`src/rtl/posit_mult_arbiter.sv`:
```
// -----------------------------------------------------------------------------
// posit_mult_arbiter
//
// Shares one pipelined posit multiplier between NREQ requesters. Requesters
// present operand pairs with a valid bit; a rotating-priority arbiter grants
// at most one of them per cycle. The granted operands are registered and
// issued to the multiplier with a one-cycle start strobe. A tag pipeline that
// is LAT stages deep follows each issued operation. It remembers which
// requester owns the result, and it catches multiplier completion strobes that
// do not line up with an issued operation.
//
// Parameters
//   NREQ : number of requesters (2..8)
//   LAT  : multiplier latency, cycles from o_mul_start high to i_mul_done high
//
// Ports
//   i_clk         : clock, rising edge
//   i_rst_n       : asynchronous active-low reset
//   i_en          : grant enable; in-flight operations complete regardless
//   i_req_valid   : [NREQ]      per-requester operand valid
//   i_req_in1     : [32*NREQ]   operand A, requester i at [32i+31:32i]
//   i_req_in2     : [32*NREQ]   operand B, same packing
//   o_req_ready   : [NREQ]      combinational one-hot-or-zero grant
//   o_mul_start   : issue strobe to the multiplier
//   o_mul_in1/2   : [32]        operands to the multiplier (held between issues)
//   i_mul_result  : [32]        multiplier product
//   i_mul_inf     : multiplier infinity/NaR flag
//   i_mul_zero    : multiplier zero flag
//   i_mul_done    : multiplier completion strobe
//   o_res_valid   : [NREQ]      one-hot-or-zero result strobe
//   o_res_data    : [32]        registered product (held between results)
//   o_res_inf     : registered infinity flag
//   o_res_zero    : registered zero flag
//   o_busy        : an operation has been issued and its result is not yet back
//   o_err         : sticky; a completion strobe did not match the tag pipeline
// -----------------------------------------------------------------------------
module posit_mult_arbiter #(
    parameter int NREQ = 4,
    parameter int LAT  = 4
) (
    input  logic                 i_clk,
    input  logic                 i_rst_n,
    input  logic                 i_en,
    input  logic [NREQ-1:0]      i_req_valid,
    input  logic [32*NREQ-1:0]   i_req_in1,
    input  logic [32*NREQ-1:0]   i_req_in2,
    output logic [NREQ-1:0]      o_req_ready,
    output logic                 o_mul_start,
    output logic [31:0]          o_mul_in1,
    output logic [31:0]          o_mul_in2,
    input  logic [31:0]          i_mul_result,
    input  logic                 i_mul_inf,
    input  logic                 i_mul_zero,
    input  logic                 i_mul_done,
    output logic [NREQ-1:0]      o_res_valid,
    output logic [31:0]          o_res_data,
    output logic                 o_res_inf,
    output logic                 o_res_zero,
    output logic                 o_busy,
    output logic                 o_err
);

    localparam int IDW = $clog2(NREQ);

    // ------------------------------------------------------------------
    // Operand unpacking
    // ------------------------------------------------------------------
    logic [31:0] w_op1 [NREQ];
    logic [31:0] w_op2 [NREQ];

    generate
        for (genvar gi = 0; gi < NREQ; gi++) begin : g_unpack
            assign w_op1[gi] = i_req_in1[32*gi +: 32];
            assign w_op2[gi] = i_req_in2[32*gi +: 32];
        end
    endgenerate

    // ------------------------------------------------------------------
    // Rotating-priority grant
    // The search starts one past the last granted requester and wraps. So a
    // requester that keeps its valid high waits until every other active
    // requester has had a turn.
    // ------------------------------------------------------------------
    logic [IDW-1:0]  r_last_grant;
    logic [NREQ-1:0] w_grant;
    logic [IDW-1:0]  w_grant_id;
    logic            w_grant_any;
    logic [IDW:0]    w_sum;
    logic [IDW-1:0]  w_idx;

    always_comb begin
        w_grant     = '0;
        w_grant_id  = '0;
        w_grant_any = 1'b0;
        w_sum       = '0;
        w_idx       = '0;
        for (int k = 1; k <= NREQ; k++) begin
            // The sum is one bit wider than an id, so last + k cannot
            // overflow before the wrap is applied.
            w_sum = {1'b0, r_last_grant} + (IDW+1)'(k);
            if (w_sum >= (IDW+1)'(NREQ)) begin
                w_sum = w_sum - (IDW+1)'(NREQ);
            end
            w_idx = w_sum[IDW-1:0];
            if (!w_grant_any && i_req_valid[w_idx]) begin
                w_grant_any = 1'b1;
                w_grant_id  = w_idx;
            end
        end
        if (!i_en) begin
            w_grant_any = 1'b0;
        end
        if (w_grant_any) begin
            w_grant[w_grant_id] = 1'b1;
        end
    end

    assign o_req_ready = w_grant;

    // ------------------------------------------------------------------
    // Issue stage. A grant always lands on a valid requester, so a grant
    // is also the handshake.
    // ------------------------------------------------------------------
    logic            r_mul_start;
    logic [31:0]     r_mul_in1;
    logic [31:0]     r_mul_in2;
    logic [IDW-1:0]  r_issue_id;

    always_ff @(posedge i_clk or negedge i_rst_n) begin
        if (!i_rst_n) begin
            r_last_grant <= IDW'(NREQ - 1);
            r_mul_start  <= 1'b0;
            r_mul_in1    <= '0;
            r_mul_in2    <= '0;
            r_issue_id   <= '0;
        end else begin
            r_mul_start <= w_grant_any;
            if (w_grant_any) begin
                r_last_grant <= w_grant_id;
                r_mul_in1    <= w_op1[w_grant_id];
                r_mul_in2    <= w_op2[w_grant_id];
                r_issue_id   <= w_grant_id;
            end
        end
    end

    assign o_mul_start = r_mul_start;
    assign o_mul_in1   = r_mul_in1;
    assign o_mul_in2   = r_mul_in2;

    // ------------------------------------------------------------------
    // Tag pipeline
    // Stage 0 loads on the edge that ends the start cycle. Stage LAT-1 is
    // therefore valid in the cycle where the multiplier raises done for
    // that operation.
    // ------------------------------------------------------------------
    logic            r_tag_v  [LAT];
    logic [IDW-1:0]  r_tag_id [LAT];
    logic [LAT-1:0]  w_tag_vec;

    generate
        for (genvar gi = 0; gi < LAT; gi++) begin : g_tag
            if (gi == 0) begin : g_head
                always_ff @(posedge i_clk or negedge i_rst_n) begin
                    if (!i_rst_n) begin
                        r_tag_v[gi]  <= 1'b0;
                        r_tag_id[gi] <= '0;
                    end else begin
                        r_tag_v[gi]  <= r_mul_start;
                        r_tag_id[gi] <= r_issue_id;
                    end
                end
            end else begin : g_body
                always_ff @(posedge i_clk or negedge i_rst_n) begin
                    if (!i_rst_n) begin
                        r_tag_v[gi]  <= 1'b0;
                        r_tag_id[gi] <= '0;
                    end else begin
                        r_tag_v[gi]  <= r_tag_v[gi-1];
                        r_tag_id[gi] <= r_tag_id[gi-1];
                    end
                end
            end
            assign w_tag_vec[gi] = r_tag_v[gi];
        end
    endgenerate

    assign o_busy = r_mul_start | (|w_tag_vec);

    // ------------------------------------------------------------------
    // Result capture and protocol check
    // A done with no matching tag is only reported through o_err. It never
    // produces a result strobe.
    // ------------------------------------------------------------------
    logic            w_done_ok;
    logic            w_mismatch;
    logic [NREQ-1:0] w_res_onehot;

    assign w_done_ok  = i_mul_done & r_tag_v[LAT-1];
    assign w_mismatch = i_mul_done ^ r_tag_v[LAT-1];

    always_comb begin
        w_res_onehot = '0;
        if (w_done_ok) begin
            w_res_onehot[r_tag_id[LAT-1]] = 1'b1;
        end
    end

    logic [NREQ-1:0] r_res_valid;
    logic [31:0]     r_res_data;
    logic            r_res_inf;
    logic            r_res_zero;
    logic            r_err;

    always_ff @(posedge i_clk or negedge i_rst_n) begin
        if (!i_rst_n) begin
            r_res_valid <= '0;
            r_res_data  <= '0;
            r_res_inf   <= 1'b0;
            r_res_zero  <= 1'b0;
            r_err       <= 1'b0;
        end else begin
            r_res_valid <= w_res_onehot;
            if (w_done_ok) begin
                r_res_data <= i_mul_result;
                r_res_inf  <= i_mul_inf;
                r_res_zero <= i_mul_zero;
            end
            if (w_mismatch) begin
                r_err <= 1'b1;
            end
        end
    end

    assign o_res_valid = r_res_valid;
    assign o_res_data  = r_res_data;
    assign o_res_inf   = r_res_inf;
    assign o_res_zero  = r_res_zero;
    assign o_err       = r_err;

endmodule
```
`config.mk`:
```
export PLATFORM = sky130hd
export DESIGN_NAME = posit_mult_arbiter
export DESIGN_NICKNAME = d
export VERILOG_FILES = /design/src/rtl/posit_mult_arbiter.sv
export SDC_FILE = /design/constraint.sdc
export NUM_CORES = 1
export LEC_CHECK = 0
export BUFFER_PORTS_ARGS = -buffer_cell sky130_fd_sc_hd__buf_2
export CAP_MARGIN = 5
export CORE_AREA = 2 2 157 159
export CTS_CLUSTER_DIAMETER = 30
export DETAILED_ROUTE_END_ITERATION = 12
export DIE_AREA = 0 0 159 161
export PLACE_DENSITY = 0.6
export SYNTH_ARGS = -nofsm -noshare
export SYNTH_HDL_FRONTEND = slang
export SYNTH_SLANG_ARGS = --single-unit
```
`constraint.sdc`:
```
create_clock -name i_clk -period 4.1 [get_ports i_clk]
set_input_delay 0.205 -clock i_clk [delete_from_list [all_inputs] [get_ports i_clk]]
set_output_delay 0.205 -clock i_clk [all_outputs]
set_load 0.05 [all_outputs]
```
# Word-level counts from Yosys, hierarchy flattened
# Cells that the tools add are included.
[word_totals] reg_bits=120 input_bits=298 elab_cells=85
[op_classes] addsub=8 magnitude_cmp=13 mux=33 bitwise=4 reduce_logical=9
[ops] op="binary-select mux 32 bit (select 2 bit)" count=2
[ops] op="two-way mux 32 bit" count=4
[ops] op="< comparator 2 x 3 -> 1 bit (second input constant)" count=6
[ops] op="two-way mux 2 bit" count=8
[ops] op=">= comparator 3 bit (second input constant)" count=5
[ops] op="two-way mux 1 bit" count=11
[ops] op="binary-select mux 1 bit (select 2 bit)" count=4
[ops] op="two-way mux 4 bit" count=2
[ops] op="subtractor 2 x 1 -> 2 bit (second input constant)" count=4
[ops] op="adder 2 x 2 -> 3 bit (second input constant)" count=2
[ops] op="logical AND 1 bit" count=5
[ops] op="demux 1 bit (select 2 bit)" count=2
[ops] op=">= comparator 2 x 1 -> 1 bit (second input constant)" count=2
[ops] op="OR reduction 4 bit" count=1
[ops] op="adder 2 x 1 -> 3 bit (second input constant)" count=1
[ops] op="adder 2 x 3 -> 3 bit (second input constant)" count=1
[ops] op="logical NOT 1 bit" count=3
[ops] op="NOT 2 -> 3 bit" count=1
[ops] op="bitwise AND 1 bit" count=1
[ops] op="bitwise OR 1 bit" count=1
[ops] op="XOR 1 bit" count=1

# Logic depth before layout (Yosys ltp)
[logic_depth] word_depth=20 ltp_mapped=8 ltp_nobuf=5

# Least setup slack after synthesis
# No wires, ideal clock.
[synth_timing] kind="register to output" from="register r_last_grant[1]" to="output o_req_ready[0]" arrival_ns=1.878 required_time_ns=3.895 path_slack_ns=2.017 stages_incl_launch_ff=6 n_path_buf=2 path_cell_list="dfstp_2 -> mux2i_1 -> o221ai_2 -> buf_6 -> buf_2 -> nor2_1"
[synth_via] elab_chain_len=20 word_cells_on_any_way=45 cone_classes="add/sub: 8; order compare: 6; mux: 24; reduce/logical: 7"
[synth_rtl] item="start: declaration" line="84" source="logic [IDW-1:0] r_last_grant;"
[synth_rtl] item="start signal: assignment" line="131" source="r_last_grant <= IDW'(NREQ - 1);"
[synth_rtl] item="start signal: assignment" line="139" source="r_last_grant <= w_grant_id;"
[synth_rtl] item="adder 2 x 1 -> 3 bit" line="100" source="w_sum = {1'b0, r_last_grant} + (IDW+1)'(k);"
[synth_rtl] item=">= comparator 3 bit / subtractor 2 x 1 -> 2 bit (equally long branches)" line="101, 102"
[synth_rtl] item="two-way mux 2 bit" line="101" source="if (w_sum >= (IDW+1)'(NREQ)) begin"
[synth_rtl] item="binary-select mux 1 bit (select 2 bit)" line="105" source="if (!w_grant_any && i_req_valid[w_idx]) begin"
[synth_rtl] item="two-way mux 1 bit (not written as such)" line="105"
[synth_rtl] item="two-way mux 1 bit" line="105"
[synth_rtl] item="logical NOT 1 bit" line="105"
[synth_rtl] item="logical AND 1 bit" line="105"
[synth_rtl] item="[4 not listed]"
[synth_rtl] item="logical NOT 1 bit" line="105"
[synth_rtl] item="logical AND 1 bit" line="105"
[synth_rtl] item="two-way mux 2 bit" line="105"
[synth_rtl] item="< comparator 2 x 3 -> 1 bit (not written as such) / >= comparator 2 x 1 -> 1 bit (equally long branches)" line="114" source="w_grant[w_grant_id] = 1'b1;"
[synth_rtl] item="logical AND 1 bit (not written as such)" line="114"
[synth_rtl] item="two-way mux 1 bit (not written as such)" line="114"
[synth_rtl] item="demux 1 bit (select 2 bit)" line="114"
[synth_rtl] item="two-way mux 4 bit (*)" line="113" source="if (w_grant_any) begin"
[synth_rtl] item="end: declaration" line="47" source="output logic [NREQ-1:0] o_req_ready,"
# Every way passes the cells marked *; elsewhere a longest branch is shown, timed or not. The select of a mux whose other input is x is not followed.

# Final worst setup path
[layout_timing] from="register r_last_grant[1]" to="output o_req_ready[2]"
# Same word-level chain as after synthesis.

==> impl_metrics.ini <==
[status]
outcome = finished clean

[logic_synthesis]
synth_top_area_cell = dfrtp_1
netlist_top_cells_count = mux2i_1 (129), dfrtp_1 (118), nand2_1 (72), o221ai_1 (64), mux2_2 (34)
ys_types = 28
synth_warnings = 0
syn_avg_cell_area_um2 = 12.3
yosysSeqAreaShare_pct = 49.8
syn_area_mm2 = 0.00604
ys_async_sr_fraction_pct = 100
netlist_top_cells_area = dfrtp_1 (49%), mux2i_1 (21%), o221ai_1 (9.3%)
synth_flop_cell = dfrtp_1
yosysMostFrequentCell = mux2i_1
yosys.area.top_type_share_pct = 48.9
ys_ff_latch = 120
synth_nets = 788
synthCells = 489
synth_edf_count = 0

[finish]
final_util_pct = 37.2
diodes = 0
syn_to_final_growth_pct = 47.8
finalNetCount = 1187
drive_gt1_share_pct = 54.5

[run]
drv_cap = 0

[floorplan]
die_h_um = 161
pin_count = 407
die_area_mm2 = 0.0256
core-area_mm2 = 0.0240
rows = 57
die_w_um = 159
start_util_pct = 25.2

[worst_setup_path]
arrival_ns = 2.68
r2r_cells = 6
max_stage_delay_ns = 0.75
crit_path_top_delay_cell = o221ai_4
worstPathCellList = nand2b_1 > a21oi_2 > o221ai_4 > buf_12 > nor2_1 > buf_2
start_kind = flip-flop
critPathCaptureType = primary output
crit_type = flip-flop to primary output
crit_fanout = 48
critical_path_required_ns = 3.89

[global_routing]
grt.total_usage_pct = 15.2
antenna_found_initial = 1
grt_max_degree = 80
grt_pass1_vias = 5826
grt_pass1_wl_um = 30900
overflow = 0

[route]
drt_iter0_drc = 264
wl_um = 19700
via_per_inst = 4.49
first_pass_iters = 4
drc = 0
antenna_left = 0
wire_per_inst_um = 16.1
via_count = 5500

[timing]
fin_skew_ns = 0.0106
fmax_mhz = 347
fin_crit_sh_pct = 70.3
hold_viol = 0
finalSetupViolations = 0
tightest_slew_ns = 0.975
fin_tns_setup_ns = 0
relSlewSlack_pct = 35.0
min_period_ns = 2.88
rsz0062_at_grt = false
drv_slew = 0

[min_path]
hold_depth = 2
hold_class = input pin to flip-flop

[clock_tree]
cts_tree = done
post_cts_buffers = 0
cts.path.max_buffers = 2
cts_resized = 0
numCtsBuffers = 17
root_buffer = clkbuf_16
clk_latency_ns = 0.41
clk_pin_slew_worst_paths_ns = 0.07
cts_sinks = 120
htreeDepth = 4

[place]
routabilityCongestion = 0.830
dp_hpwl_um = 14700
port_buffers = 406

[power]
leakagePower_nw = 4.70
vdd_drop_max_uv = 226
powerDensity_mw_per_mm2 = 564
## kinds of logic after synthesis
group           Yosys count  synth area share (%)
simple gates             91                  6.18
flops                   120                  49.8
compound gates           72                  10.6
fa+ha+maj                 1                 0.207
buf+inv                  42                  5.47
mux                     163                  27.7
## flip-flops by register name, indices dropped and copies added, names as in the netlist
register,cells
o_res_inf,1
r_last_grant,2
o_mul_in1,32
r_issue_id,2
o_mul_start,1
o_res_zero,1
o_res_data,32
o_mul_in2,32
o_res_valid,4
r_tag_id,8
r_tag_v,4
o_err,1
## metrics by stage
step,std cells,worst slack (ns),power [mW],hold slack (ns),area [um2]
finish,1225,1.22,5.03,0.0234,8920
global route,1225,1.02,5.29,0.00151,8920
CTS,1223,1.17,5.11,0.000850,8900
detailed placement,1189,1.46,3.54,0.244,8280
global placement,1189,1.50,3.53,0.237,8280
floorplan,489,2.02,3.03,-0.0906,6040
## worst max-delay path: cells and delay by family, from the launching register on
kind | cells | cell delay [ns]
compound gates | 2 | 0.82
buf+inv | 2 | 0.62
flops | 1 | 0.58
simple gates | 2 | 0.21
## placed cells by master (no fill, tap or decap)
master,instances
a21o_1,1
a21oi_1,3
a21oi_2,1
a31oi_1,1
and2b_1,1
and3_1,3
and3b_1,1
buf_12,3
buf_2,405
buf_4,8
bufinv_16,1
clkbuf_16,17
clkinv_8,1
clkinvlp_4,3
dfrtp_1,118
dfstp_2,2
dlygate4sd3_1,4
ha_1,1
inv_1,1
inv_2,1
inv_6,4
inv_8,6
mux2_2,34
mux2i_1,129
nand2_1,70
nand2_2,2
nand2b_1,3
nor2_1,8
nor3_1,1
nor3b_1,1
o221ai_1,64
o221ai_4,1
o41ai_4,1
or2_2,1
## report_power, final
part | leakage, nW | switching [mW] | internal (mW)
sequential | 1.45 | 0.129 | 1.43
combinational | 2.96 | 1.35 | 0.596
clock | 0.285 | 0.652 | 0.872
total | 4.70 | 2.13 | 2.90
## final cells by class
cell class,instances,area [um2]
Sequential cell,120,3010
Multi-Input combinational cell,327,2720
Clock inverter,15,171
Clock buffer,17,425
Timing Repair Buffer,420,2190
Inverter,2,7.51
Fill cell,2404,15000
Tap cell,324,405
## path summary, 6_finish.rpt
kind | from | endpoint | slack, ns
max in group asynchronous | i_rst_n | o_mul_in2[27]$_DFFE_PN0P_ | 2.95
setup reg to reg | r_last_grant[1]$_DFFE_PN1P_ | o_mul_in2[12]$_DFFE_PN0P_ | 1.54
hold reg to reg | r_tag_id[3]$_DFF_PN0_ | r_tag_id[1]$_DFF_PN0_ | 0.35
setup / recovery | r_last_grant[1]$_DFFE_PN1P_ | o_req_ready[2] | 1.22
min in group asynchronous | i_rst_n | o_mul_in2[3]$_DFFE_PN0P_ | 0.31
hold / removal | i_mul_result[23] | o_res_data[23]$_DFFE_PN0P_ | 0.02
## metal layers
metal | wire length, um | GRT usage (%) | vias to the layer above
li1 | - | - | 2630
met2 | 10400 | 28.2 | 239
met1 | 7630 | 16.7 | 2607
met3 | 1240 | 3.98 | 22
met4 | 462 | 5.54 | 2
met5 | 7 | 0 | -
## what timing repair did
item	in CTS	in global routing
endpoints found under the hold margin	42	2
setup endpoints to repair	0	0
hold buffers	2	2
Power figures use the tool's default switching activity.
